### src/rtl/updi_response_collector_if.sv
// -----------------------------------------------------------------------------
// updi_response_collector_if
//
// Connection between the UPDI response collector and the external UART RX
// FIFO. The FIFO is first-word fall-through: fifo_data is valid whenever
// fifo_empty is low, and asserting fifo_rd_en in that cycle consumes the byte
// at the next rising clock edge.
//
// Signals
//   fifo_data   RX FIFO head byte (driven by the FIFO)
//   fifo_empty  RX FIFO empty flag (driven by the FIFO)
//   fifo_rd_en  pop request, combinational (driven by the collector)
//
// Modports
//   master  collector side: samples data/empty, drives the pop
//   slave   FIFO side: drives data/empty, samples the pop
// -----------------------------------------------------------------------------
interface updi_response_collector_if;
  logic [7:0] fifo_data;
  logic       fifo_empty;
  logic       fifo_rd_en;

  modport master (
    input  fifo_data,
    input  fifo_empty,
    output fifo_rd_en
  );

  modport slave (
    output fifo_data,
    output fifo_empty,
    input  fifo_rd_en
  );
endinterface : updi_response_collector_if

### src/rtl/updi_response_collector.sv
// -----------------------------------------------------------------------------
// updi_response_collector
//
// Receive side of the UPDI instruction queue. UPDI is a single-wire link, so
// every byte the transmitter sends is echoed back into the RX FIFO ahead of
// the target's reply. For each transaction this block pops and drops the echo
// bytes, then captures the response bytes into a register buffer. Response
// positions flagged in ack_mask must carry ACK_BYTE; each good ACK pulses
// ack_received, a bad one aborts the transaction with error. A line that stays
// silent for TIMEOUT_CLKS clocks also aborts with error. Every accepted start
// ends with exactly one done pulse (unless reset intervenes).
//
// Parameters
//   MAX_RESP_SIZE   response buffer capacity in bytes
//   RESP_ADDR_BITS  buffer index width
//   TIMEOUT_CLKS    idle clocks tolerated between consumed bytes
//   ACK_BYTE        value the target sends as ACK
//
// Ports
//   clk, rst        system clock, synchronous active-high reset
//   start / ready   transaction request, accepted only while ready=1
//   done            1-cycle pulse at end of transaction
//   error           1-cycle pulse with done on timeout or ACK mismatch
//   ack_received    1-cycle pulse per matching ACK byte
//   echo_len        echo bytes to discard (latched on start)
//   resp_len        response bytes to capture (latched, clamped on start)
//   ack_mask        bit i: response byte i must be ACK_BYTE (latched)
//   resp_data       captured bytes, registered, held until overwritten
//   resp_count      bytes captured in the current/last transaction
//   fifo            RX FIFO connection (master side)
// -----------------------------------------------------------------------------
module updi_response_collector #(
  parameter int         MAX_RESP_SIZE  = 16,
  parameter int         RESP_ADDR_BITS = $clog2(MAX_RESP_SIZE),
  parameter int         TIMEOUT_CLKS   = 100000,
  parameter logic [7:0] ACK_BYTE       = 8'h40
) (
  input  logic                              clk,
  input  logic                              rst,
  input  logic                              start,
  output logic                              ready,
  output logic                              done,
  output logic                              error,
  output logic                              ack_received,
  input  logic [7:0]                        echo_len,
  input  logic [RESP_ADDR_BITS:0]           resp_len,
  input  logic [MAX_RESP_SIZE-1:0]          ack_mask,
  output logic [MAX_RESP_SIZE-1:0][7:0]     resp_data,
  output logic [RESP_ADDR_BITS:0]           resp_count,
  updi_response_collector_if.master         fifo
);

  localparam int LEN_W = RESP_ADDR_BITS + 1;
  // The byte counter serves both phases, so it must also hold any 8-bit
  // echo_len; the capture index is taken from its low bits.
  localparam int CNT_W = (LEN_W > 8) ? LEN_W : 8;
  localparam int TMR_W = $clog2(TIMEOUT_CLKS + 1);

  localparam logic [LEN_W-1:0] MAX_LEN  = LEN_W'(MAX_RESP_SIZE);
  localparam logic [TMR_W-1:0] TMR_LAST = TMR_W'(TIMEOUT_CLKS - 1);

  typedef enum logic [1:0] {
    S_IDLE,
    S_DISCARD,
    S_CAPTURE
  } state_e;

  state_e                        state_q, state_d;
  logic                          ready_q, ready_d;
  logic                          done_q, done_d;
  logic                          error_q, error_d;
  logic                          ack_q, ack_d;
  logic [CNT_W-1:0]              cnt_q, cnt_d;
  logic [TMR_W-1:0]              tmr_q, tmr_d;
  logic [7:0]                    echo_len_q, echo_len_d;
  logic [LEN_W-1:0]              resp_len_q, resp_len_d;
  logic [MAX_RESP_SIZE-1:0]      ack_mask_q, ack_mask_d;
  logic [MAX_RESP_SIZE-1:0][7:0] resp_data_q, resp_data_d;
  logic [LEN_W-1:0]              resp_count_q, resp_count_d;

  logic                          busy;
  logic                          accept;
  logic                          timeout_hit;
  logic                          pop;
  logic                          echo_last;
  logic                          resp_last;
  logic                          ack_bit;
  logic                          ack_ok;
  logic [LEN_W-1:0]              resp_len_clamped;
  logic [RESP_ADDR_BITS-1:0]     idx;

  // ---------------------------------------------------------------------------
  // Datapath decodes
  // ---------------------------------------------------------------------------
  assign busy        = (state_q != S_IDLE);
  assign accept      = (state_q == S_IDLE) && ready_q && start;
  // The timeout wins over a byte that happens to arrive in the same cycle, so
  // an aborted transaction never consumes anything on its final cycle.
  assign timeout_hit = busy && (tmr_q == TMR_LAST);
  // Pops are combinational so a byte is consumed the cycle it becomes visible;
  // the rst term keeps the FIFO untouched while the collector is held in reset.
  assign pop         = busy && !fifo.fifo_empty && !timeout_hit && !rst;

  assign idx         = cnt_q[RESP_ADDR_BITS-1:0];
  assign echo_last   = (cnt_q == CNT_W'(echo_len_q) - CNT_W'(1));
  assign resp_last   = (cnt_q == CNT_W'(resp_len_q) - CNT_W'(1));
  assign ack_bit     = ack_mask_q[idx];
  assign ack_ok      = (fifo.fifo_data == ACK_BYTE);

  assign resp_len_clamped = (resp_len > MAX_LEN) ? MAX_LEN : resp_len;

  // ---------------------------------------------------------------------------
  // Next-state and output logic
  // ---------------------------------------------------------------------------
  // NOTE: every variable assigned here gets a default first so that no path
  // leaves a value unassigned, which would otherwise infer a latch.
  always_comb begin
    state_d      = state_q;
    ready_d      = (state_q == S_IDLE) && !accept;
    done_d       = 1'b0;
    error_d      = 1'b0;
    ack_d        = 1'b0;
    cnt_d        = cnt_q;
    tmr_d        = tmr_q;
    echo_len_d   = echo_len_q;
    resp_len_d   = resp_len_q;
    ack_mask_d   = ack_mask_q;
    resp_data_d  = resp_data_q;
    resp_count_d = resp_count_q;

    unique case (state_q)
      S_IDLE: begin
        if (accept) begin
          echo_len_d   = echo_len;
          resp_len_d   = resp_len_clamped;
          ack_mask_d   = ack_mask;
          cnt_d        = '0;
          tmr_d        = '0;
          resp_count_d = '0;
          if (echo_len != 8'd0) begin
            state_d = S_DISCARD;
          end else if (resp_len_clamped != '0) begin
            state_d = S_CAPTURE;
          end else begin
            // Nothing to receive: complete immediately without leaving IDLE.
            done_d = 1'b1;
          end
        end
      end

      S_DISCARD: begin
        if (timeout_hit) begin
          error_d = 1'b1;
          done_d  = 1'b1;
          state_d = S_IDLE;
        end else if (pop) begin
          tmr_d = '0;
          if (echo_last) begin
            cnt_d = '0;
            if (resp_len_q != '0) begin
              state_d = S_CAPTURE;
            end else begin
              done_d  = 1'b1;
              state_d = S_IDLE;
            end
          end else begin
            cnt_d = cnt_q + CNT_W'(1);
          end
        end else begin
          tmr_d = tmr_q + TMR_W'(1);
        end
      end

      S_CAPTURE: begin
        if (timeout_hit) begin
          error_d = 1'b1;
          done_d  = 1'b1;
          state_d = S_IDLE;
        end else if (pop) begin
          tmr_d             = '0;
          cnt_d             = cnt_q + CNT_W'(1);
          // A wrong ACK is still stored so the host can inspect what arrived.
          resp_data_d[idx]  = fifo.fifo_data;
          resp_count_d      = resp_count_q + LEN_W'(1);
          if (ack_bit && !ack_ok) begin
            error_d = 1'b1;
            done_d  = 1'b1;
            state_d = S_IDLE;
          end else begin
            ack_d = ack_bit;
            if (resp_last) begin
              done_d  = 1'b1;
              state_d = S_IDLE;
            end
          end
        end else begin
          tmr_d = tmr_q + TMR_W'(1);
        end
      end

      default: begin
        state_d = S_IDLE;
      end
    endcase
  end

  // ---------------------------------------------------------------------------
  // State registers
  // ---------------------------------------------------------------------------
  // NOTE: sequential state uses non-blocking assignments so every flop samples
  // its _d value from before the edge, independent of statement order.
  always_ff @(posedge clk) begin
    if (rst) begin
      state_q      <= S_IDLE;
      ready_q      <= 1'b0;
      done_q       <= 1'b0;
      error_q      <= 1'b0;
      ack_q        <= 1'b0;
      cnt_q        <= '0;
      tmr_q        <= '0;
      echo_len_q   <= '0;
      resp_len_q   <= '0;
      ack_mask_q   <= '0;
      // NOTE: the response buffer is reset because its contents are visible
      // at the ports; a purely internal buffer would normally skip this.
      resp_data_q  <= '0;
      resp_count_q <= '0;
    end else begin
      state_q      <= state_d;
      ready_q      <= ready_d;
      done_q       <= done_d;
      error_q      <= error_d;
      ack_q        <= ack_d;
      cnt_q        <= cnt_d;
      tmr_q        <= tmr_d;
      echo_len_q   <= echo_len_d;
      resp_len_q   <= resp_len_d;
      ack_mask_q   <= ack_mask_d;
      resp_data_q  <= resp_data_d;
      resp_count_q <= resp_count_d;
    end
  end

  // ---------------------------------------------------------------------------
  // Outputs
  // ---------------------------------------------------------------------------
  assign fifo.fifo_rd_en = pop;
  assign ready           = ready_q;
  assign done            = done_q;
  assign error           = error_q;
  assign ack_received    = ack_q;
  assign resp_data       = resp_data_q;
  assign resp_count      = resp_count_q;

endmodule : updi_response_collector

### src/flat_wrapper.sv
// flat-port wrapper written by rule: the top's interface ports become plain ports
module updi_response_collector_flat 
#(
  parameter int         MAX_RESP_SIZE  = 16,
  parameter int         RESP_ADDR_BITS = $clog2(MAX_RESP_SIZE),
  parameter int         TIMEOUT_CLKS   = 100000,
  parameter logic [7:0] ACK_BYTE       = 8'h40
)
  (clk, rst, start, ready, done, error, ack_received, echo_len, resp_len, ack_mask, resp_data, resp_count, fifo_fifo_data, fifo_fifo_empty, fifo_fifo_rd_en);
  updi_response_collector_if fifo_i ();
  input  logic clk;
  input  logic rst;
  input  logic start;
  output logic ready;
  output logic done;
  output logic error;
  output logic ack_received;
  input  logic [7:0] echo_len;
  input  logic [RESP_ADDR_BITS:0] resp_len;
  input  logic [MAX_RESP_SIZE-1:0] ack_mask;
  output logic [MAX_RESP_SIZE-1:0][7:0] resp_data;
  output logic [RESP_ADDR_BITS:0] resp_count;
  input wire logic [$bits(fifo_i.fifo_data)-1:0] fifo_fifo_data;
  input wire logic [$bits(fifo_i.fifo_empty)-1:0] fifo_fifo_empty;
  output wire logic [$bits(fifo_i.fifo_rd_en)-1:0] fifo_fifo_rd_en;
  assign fifo_i.fifo_data = fifo_fifo_data;
  assign fifo_i.fifo_empty = fifo_fifo_empty;
  assign fifo_fifo_rd_en = fifo_i.fifo_rd_en;
  updi_response_collector #(.MAX_RESP_SIZE(MAX_RESP_SIZE), .RESP_ADDR_BITS(RESP_ADDR_BITS), .TIMEOUT_CLKS(TIMEOUT_CLKS), .ACK_BYTE(ACK_BYTE)) u_core (.clk(clk), .rst(rst), .start(start), .ready(ready), .done(done), .error(error), .ack_received(ack_received), .echo_len(echo_len), .resp_len(resp_len), .ack_mask(ack_mask), .resp_data(resp_data), .resp_count(resp_count), .fifo(fifo_i));
endmodule
### config.mk
export PLATFORM = sky130hd
export DESIGN_NAME = updi_response_collector_flat
export DESIGN_NICKNAME = d
export VERILOG_FILES = /design/src/rtl/updi_response_collector_if.sv /design/src/rtl/updi_response_collector.sv /design/src/flat_wrapper.sv
export SDC_FILE = /design/constraint.sdc
export NUM_CORES = 1
export LEC_CHECK = 0
export ABC_AREA = 1
export BUFFER_PORTS_ARGS = -buffer_cell sky130_fd_sc_hd__clkbuf_2
export CAP_MARGIN = 20
export CORE_MARGIN = 4
export CORE_UTILIZATION = 50
export CTS_CLUSTER_DIAMETER = 50
export DETAILED_ROUTE_END_ITERATION = 8
export GPL_ROUTABILITY_DRIVEN = 0
export GPL_TIMING_DRIVEN = 0
export MAX_ROUTING_LAYER = met4
export PLACE_DENSITY = 0.85
export SLEW_MARGIN = 20
export SYNTH_ARGS = -nofsm -noshare
export SYNTH_HDL_FRONTEND = slang
export SYNTH_SLANG_ARGS = --single-unit
### constraint.sdc
create_clock -name clk -period 2.25 [get_ports clk]
set_input_delay 0.1125 -clock clk [delete_from_list [all_inputs] [get_ports clk]]
set_output_delay 0.1125 -clock clk [all_outputs]
set_load 0.01 [all_outputs]
# After elaboration in Yosys (flattened, before gate mapping)
# Cells that the tools add are included.
# totals
word_cells,135
in_bits,41
out_inout_bits,138
ff_bits,193
# classes
bitwise_logic,3
mux,50
n_eq_ne,17
n_reduce_logical,30
add_sub_neg,5
order_cmp,3
# ops
op,n
bitwise mux 128 bit,1
two-way mux 8 bit,7
two-way mux 17 bit,3
one-hot mux 17 bit (2 select lines),1
demux 8 bit (select 4 bit),1
one-hot mux 8 bit (3 select lines),1
two-way mux 2 bit,11
two-way mux 5 bit,4
"adder 17 x 1 -> 17 bit, second input constant",1
"== test 17 bit, second input constant",1
== test 8 bit,2
two-way mux 1 bit,16
AND reduction 6 bit,2
"!= test 2 bit, second input constant",5
one-hot mux 5 bit (2 select lines),1
nonzero test 5 bit,2
logical AND 1 bit,9
"adder 8 x 1 -> 8 bit, second input constant",1
"== test 8 x 7 -> 1 bit, second input constant",1
nonzero test 8 bit,1
"subtractor 8 x 1 -> 8 bit, second input constant",1
"!= test 3 x 2 -> 1 bit, second input constant",2
one-hot mux 2 bit (3 select lines),1
AND reduction 3 bit,2
23 further kinds,31

# Longest topological paths before layout
# depth
word_depth,8
mapped_depth,17
ltp_nobuf,17

# Worst setup path before layout
# No wires, ideal clock.
# synth_timing
kind,register to register
startpoint,register u_core.state_q[0]
endpoint,"register u_core.resp_data_q, in the netlist u_core.resp_data[30]"
arrival_time_ps,1854
stages_incl_launch_ff,16
slack_ps,276
t_required_ps,2130
setup_ps,120
period_less_slack_ps,1974
path_buffers,1
path_cell_list,dfxtp_1 -> inv_1 -> ha_1 -> buf_4 -> inv_2 -> nand3_1 -> nor2_2 -> nand3b_4 -> nand2_4 -> inv_4 -> nand2_8 -> nor2_8 -> nand2_2 -> inv_4 -> o21ai_1 -> a21oi_1
# synth_via
elab_chain_len,6
elab_cells_between_ends,9
cone_classes,eq/ne (1); bitwise (1); reduce/logical (7)
# synth_lines
element,line_no,source
"start, declared",updi_response_collector.sv:68,"state_e state_q, state_d;"
"start signal, assigned",updi_response_collector.sv:229,state_q <= state_d;
nonzero test 2 bit *,updi_response_collector.sv:95,assign busy = (state_q != S_IDLE);
logical AND 1 bit,updi_response_collector.sv:99,assign timeout_hit = busy && (tmr_q == TMR_LAST);
logical NOT 1 bit,updi_response_collector.sv:102,assign pop = busy && !fifo.fifo_empty && !timeout_hit && !rst;
logical AND 1 bit * (2 in series),updi_response_collector.sv:102,
named net fifo_fifo_rd_en,flat_wrapper.sv:25,output wire logic [$bits(fifo_i.fifo_rd_en)-1:0] fifo_fifo_rd_en;
AND reduction 3 bit (no source line) *,-,
"end signal, assigned",updi_response_collector.sv:239,resp_data_q <= resp_data_d;
"end, declared",updi_response_collector.sv:78,"logic [MAX_RESP_SIZE-1:0][7:0] resp_data_q, resp_data_d;"
# Mark *: on every way through the listed nets, which the timed path passes. The rest lies on a longest branch.
# A chain may end at the register's enable or synchronous reset.

# Worst setup path after layout
# layout_timing
startpoint,register u_core.state_q[1]
endpoint,"register u_core.resp_data_q, in the netlist u_core.resp_data[58]"
# layout_via
elab_chain_len,6
elab_cells_between_ends,9
cone_classes,eq/ne (1); bitwise (1); reduce/logical (7)
# layout_lines
element,line_no
nonzero test 2 bit,updi_response_collector.sv:95
logical AND 1 bit,updi_response_collector.sv:99
logical NOT 1 bit,updi_response_collector.sv:102
logical AND 1 bit (2 in series),updi_response_collector.sv:102
AND reduction 3 bit (no source line) *,-
# Mark *: on every way between the ends. The rest lies on a longest branch, timed or not.

==> results.json <==
{
  "cts.clk_slew.worst_paths_ps": 70,
  "crit_buf_inv": 5,
  "drive_gt1_share_pct": 21.3,
  "numPortBuffers": 170,
  "final_util_pct": 64.7,
  "setup_viol": 0,
  "place_area_um2": 9640,
  "clock-root-buffer": "clkbuf_16",
  "synthesis.nets": 1214,
  "clk_latency_ps": 440,
  "clockBufferDepth": 2,
  "finalCritPeriodShare_pct": 96.0,
  "path_cells": "inv_1 > ha_2 > buf_6 > inv_4 > nand3_1 > nor2_2 > nand3b_4 > nand2_8 > inv_8 > nand2_8 > nor2_8 > buf_8 > nand3_1 > a21oi_1",
  "hpwl_um": 17700,
  "crit_fanout": 10,
  "synthFlopType": "dfxtp_1",
  "skew_ps": 10.2,
  "layout_setup_ws_ps": 90.5,
  "synth_top_family_by_area": "simple AND/OR/NAND/NOR gates",
  "grt_pass1_vias": 8130,
  "synth_compound_area_share_pct": 14.2,
  "drt-initial-drc-count": 904,
  "start_util_pct": 51.1,
  "cts_buffers": 17,
  "finalMaxSlewViolations": 0,
  "ios": 179,
  "hold_viol": 0,
  "placement_rows": 47,
  "final_nets": 1445,
  "vias": 8975,
  "yosys.area_share.adder_pct": 1.76,
  "end_kind": "flip-flop",
  "synth_simple_gate_area_share_pct": 30.1,
  "outcome": "completed",
  "startpoint_type": "flip-flop",
  "tightestPinTransition_ps": 719,
  "yosysSeqAreaShare_pct": 45.4,
  "cts_tree": "yes",
  "synth_mux_area_share_pct": 0,
  "cp.arrival_ps": 2530,
  "ys_types": 44,
  "htree_levels": 4,
  "cts.sinks": 193,
  "diodes": 0,
  "routed_via_density": 5.52,
  "synthXorXnorAreaFrac_pct": 0.823,
  "crit_slowest_cell": "dfxtp_2",
  "synth_edf_count": 0,
  "ys_ff_latch": 193,
  "power.ir.vdd_worst_uv": 621,
  "grt-ovfl-total": 0,
  "syn_area_um2": 8510,
  "place_ws_ps": -5.66,
  "syn_inst": 1161,
  "async_flop_share_pct": 0,
  "postSynthAreaPerCell_um2": 7.33,
  "fmax_mhz": 463,
  "slowest_delay_ps": 340,
  "final_area_um2": 10800,
  "crit_family": "simple AND/OR/NAND/NOR gates",
  "core_area_um2": 16600,
  "wire_per_inst_um": 16.0,
  "grt_max_degree": 19,
  "final_common_cell": "nand2_1",
  "path_class": "flip-flop to flip-flop",
  "routed_wirelength_um": 26100,
  "required_ps": 2620,
  "slew_headroom_pct": 52.1,
  "final_cell_mix": "228 x nand2_1, 191 x dfxtp_1, 173 x clkbuf_2",
  "synth_warnings": 0,
  "grt_util_all_layers_pct": 26.1,
  "drv_cap": 0,
  "die_h_um": 138,
  "holdCritPathClass": "input port to flip-flop",
  "die_w_um": 138,
  "grt_pass1_wl_um": 40400,
  "first_pass_iters": 5,
  "antenna_found_initial": 0,
  "ant_nets": 0,
  "area_growth_pct": 26.6,
  "leakagePower_nw": 4.51,
  "dieArea_um2": 19200,
  "p_per_area_nw_per_um2": 789,
  "drc": 0,
  "min_period_ps": 2160
}
[path summary, 6_finish.rpt]
kind	slack, ps	start	cells past startpoint	to
worst max-delay path	90	u_core.state_q[1]$_SDFFE_PP0P_	14	u_core.resp_data[58]$_SDFFE_PP0P_
worst min-delay path	20	resp_len[4]	4	u_core.resp_len_q[1]$_SDFFE_PP0P_
worst max register to register	90	u_core.state_q[1]$_SDFFE_PP0P_	14	u_core.resp_data[58]$_SDFFE_PP0P_
worst min register to register	460	u_core.ack_mask_q[15]$_SDFFE_PP0P_	2	u_core.ack_mask_q[15]$_SDFFE_PP0P_
[logic make-up after synthesis]
| logic type | after synthesis |
|---|---|
| XOR/XNOR | 8 |
| flip-flops | 193 |
| buffers and inverters | 156 |
| AO/OA/AOI/OAI | 233 |
| adder cells (fa/ha/maj) | 12 |
| AND/OR/NAND/NOR | 559 |
[worst reg2reg max path, stage by stage, from the launching register on]
cell and delay [ps]:
dfxtp_2 340, inv_1 80, ha_2 170, buf_6 120, inv_4 50, nand3_1 80
nor2_2 50, nand3b_4 150, nand2_8 100, inv_8 100, nand2_8 120, nor2_8 280
buf_8 180, nand3_1 80, a21oi_1 190
[where the power goes]
part           total [mW]  switching, mW  internal [mW]
Sequential           3.63         0.0842           3.55
Clock                3.05           1.42           1.63
Combinational        1.81           1.19          0.625
[state kept, by name (all words and copies together), names as in the netlist]
register	cells
u_core.tmr_q	17
u_core.ack_mask_q	16
u_core.done	1
u_core.echo_len_q	8
u_core.ack_received	1
u_core.resp_count	5
u_core.ready	1
u_core.error	1
u_core.resp_len_q	5
u_core.state_q	2
u_core.cnt_q	8
u_core.resp_data	128
[stage by stage]
step	cells	total power [mW]	TNS [ps]	hold slack (ps)
3_5_place_dp	1551	5.21	-14.2	363
3_3_place_gp	1551	5.17	0	358
4_1_cts	1611	8.28	-30.8	0.417
2_1_floorplan	1161	4.83	0	256
5_1_grt	1625	8.87	-64.6	29.3
6_report	1625	8.50	0	16.1
[final cells by class]
type                            count  area [µm²]
Buffer                             67         335
Clock buffer                       19         453
Clock inverter                     13         145
Fill cell                        1382        5870
Inverter                           89         359
Multi-Input combinational cell    817        4140
Sequential cell                   193        3870
Tap cell                          220         275
Timing Repair Buffer              207        1200
[routing by layer]
layer  vias to the layer above  part of all wire (%)  GRT usage (%)
met5                         -                     0              -
met4                         0                   2.9           9.62
met3                        74                   8.4           4.35
met2                       423                    47           41.9
met1                      4158                    42           33.4
li1                       4320                     -              -
[cell usage after synthesis, drive strengths merged, types with 2 or more instances]
cell    number  share of area, %
nand2      251                12
dfxtp      193                45
nand3      149               8.8
a21oi      144               8.5
nor2       117               6.1
inv         89               4.1
o21ai       77               4.5
clkbuf      48               2.1
buf         19               1.5
nor3        17               1.1
ha          12               1.8
nand4       12              0.88
xor2         5              0.51
nor3b        4              0.35
nor4         4              0.29
a211oi       3              0.26
xnor2        3              0.31
nand3b       2              0.32
o22ai        2              0.15
or2          2              0.15
[what timing repair did]
| item | 4_1_cts | 5_1_grt |
|---|---|---|
| resized for setup | 3 | 37 |
| endpoints found under the setup margin | 7 | 170 |
| setup buffers | 0 | 8 |
| hold buffers | 28 | 0 |
| endpoints found under the hold margin | 29 | 0 |
| pin swaps | 0 | 8 |
| gates cloned | 0 | 6 |
Note: power is estimated with default switching activity, not from simulation.
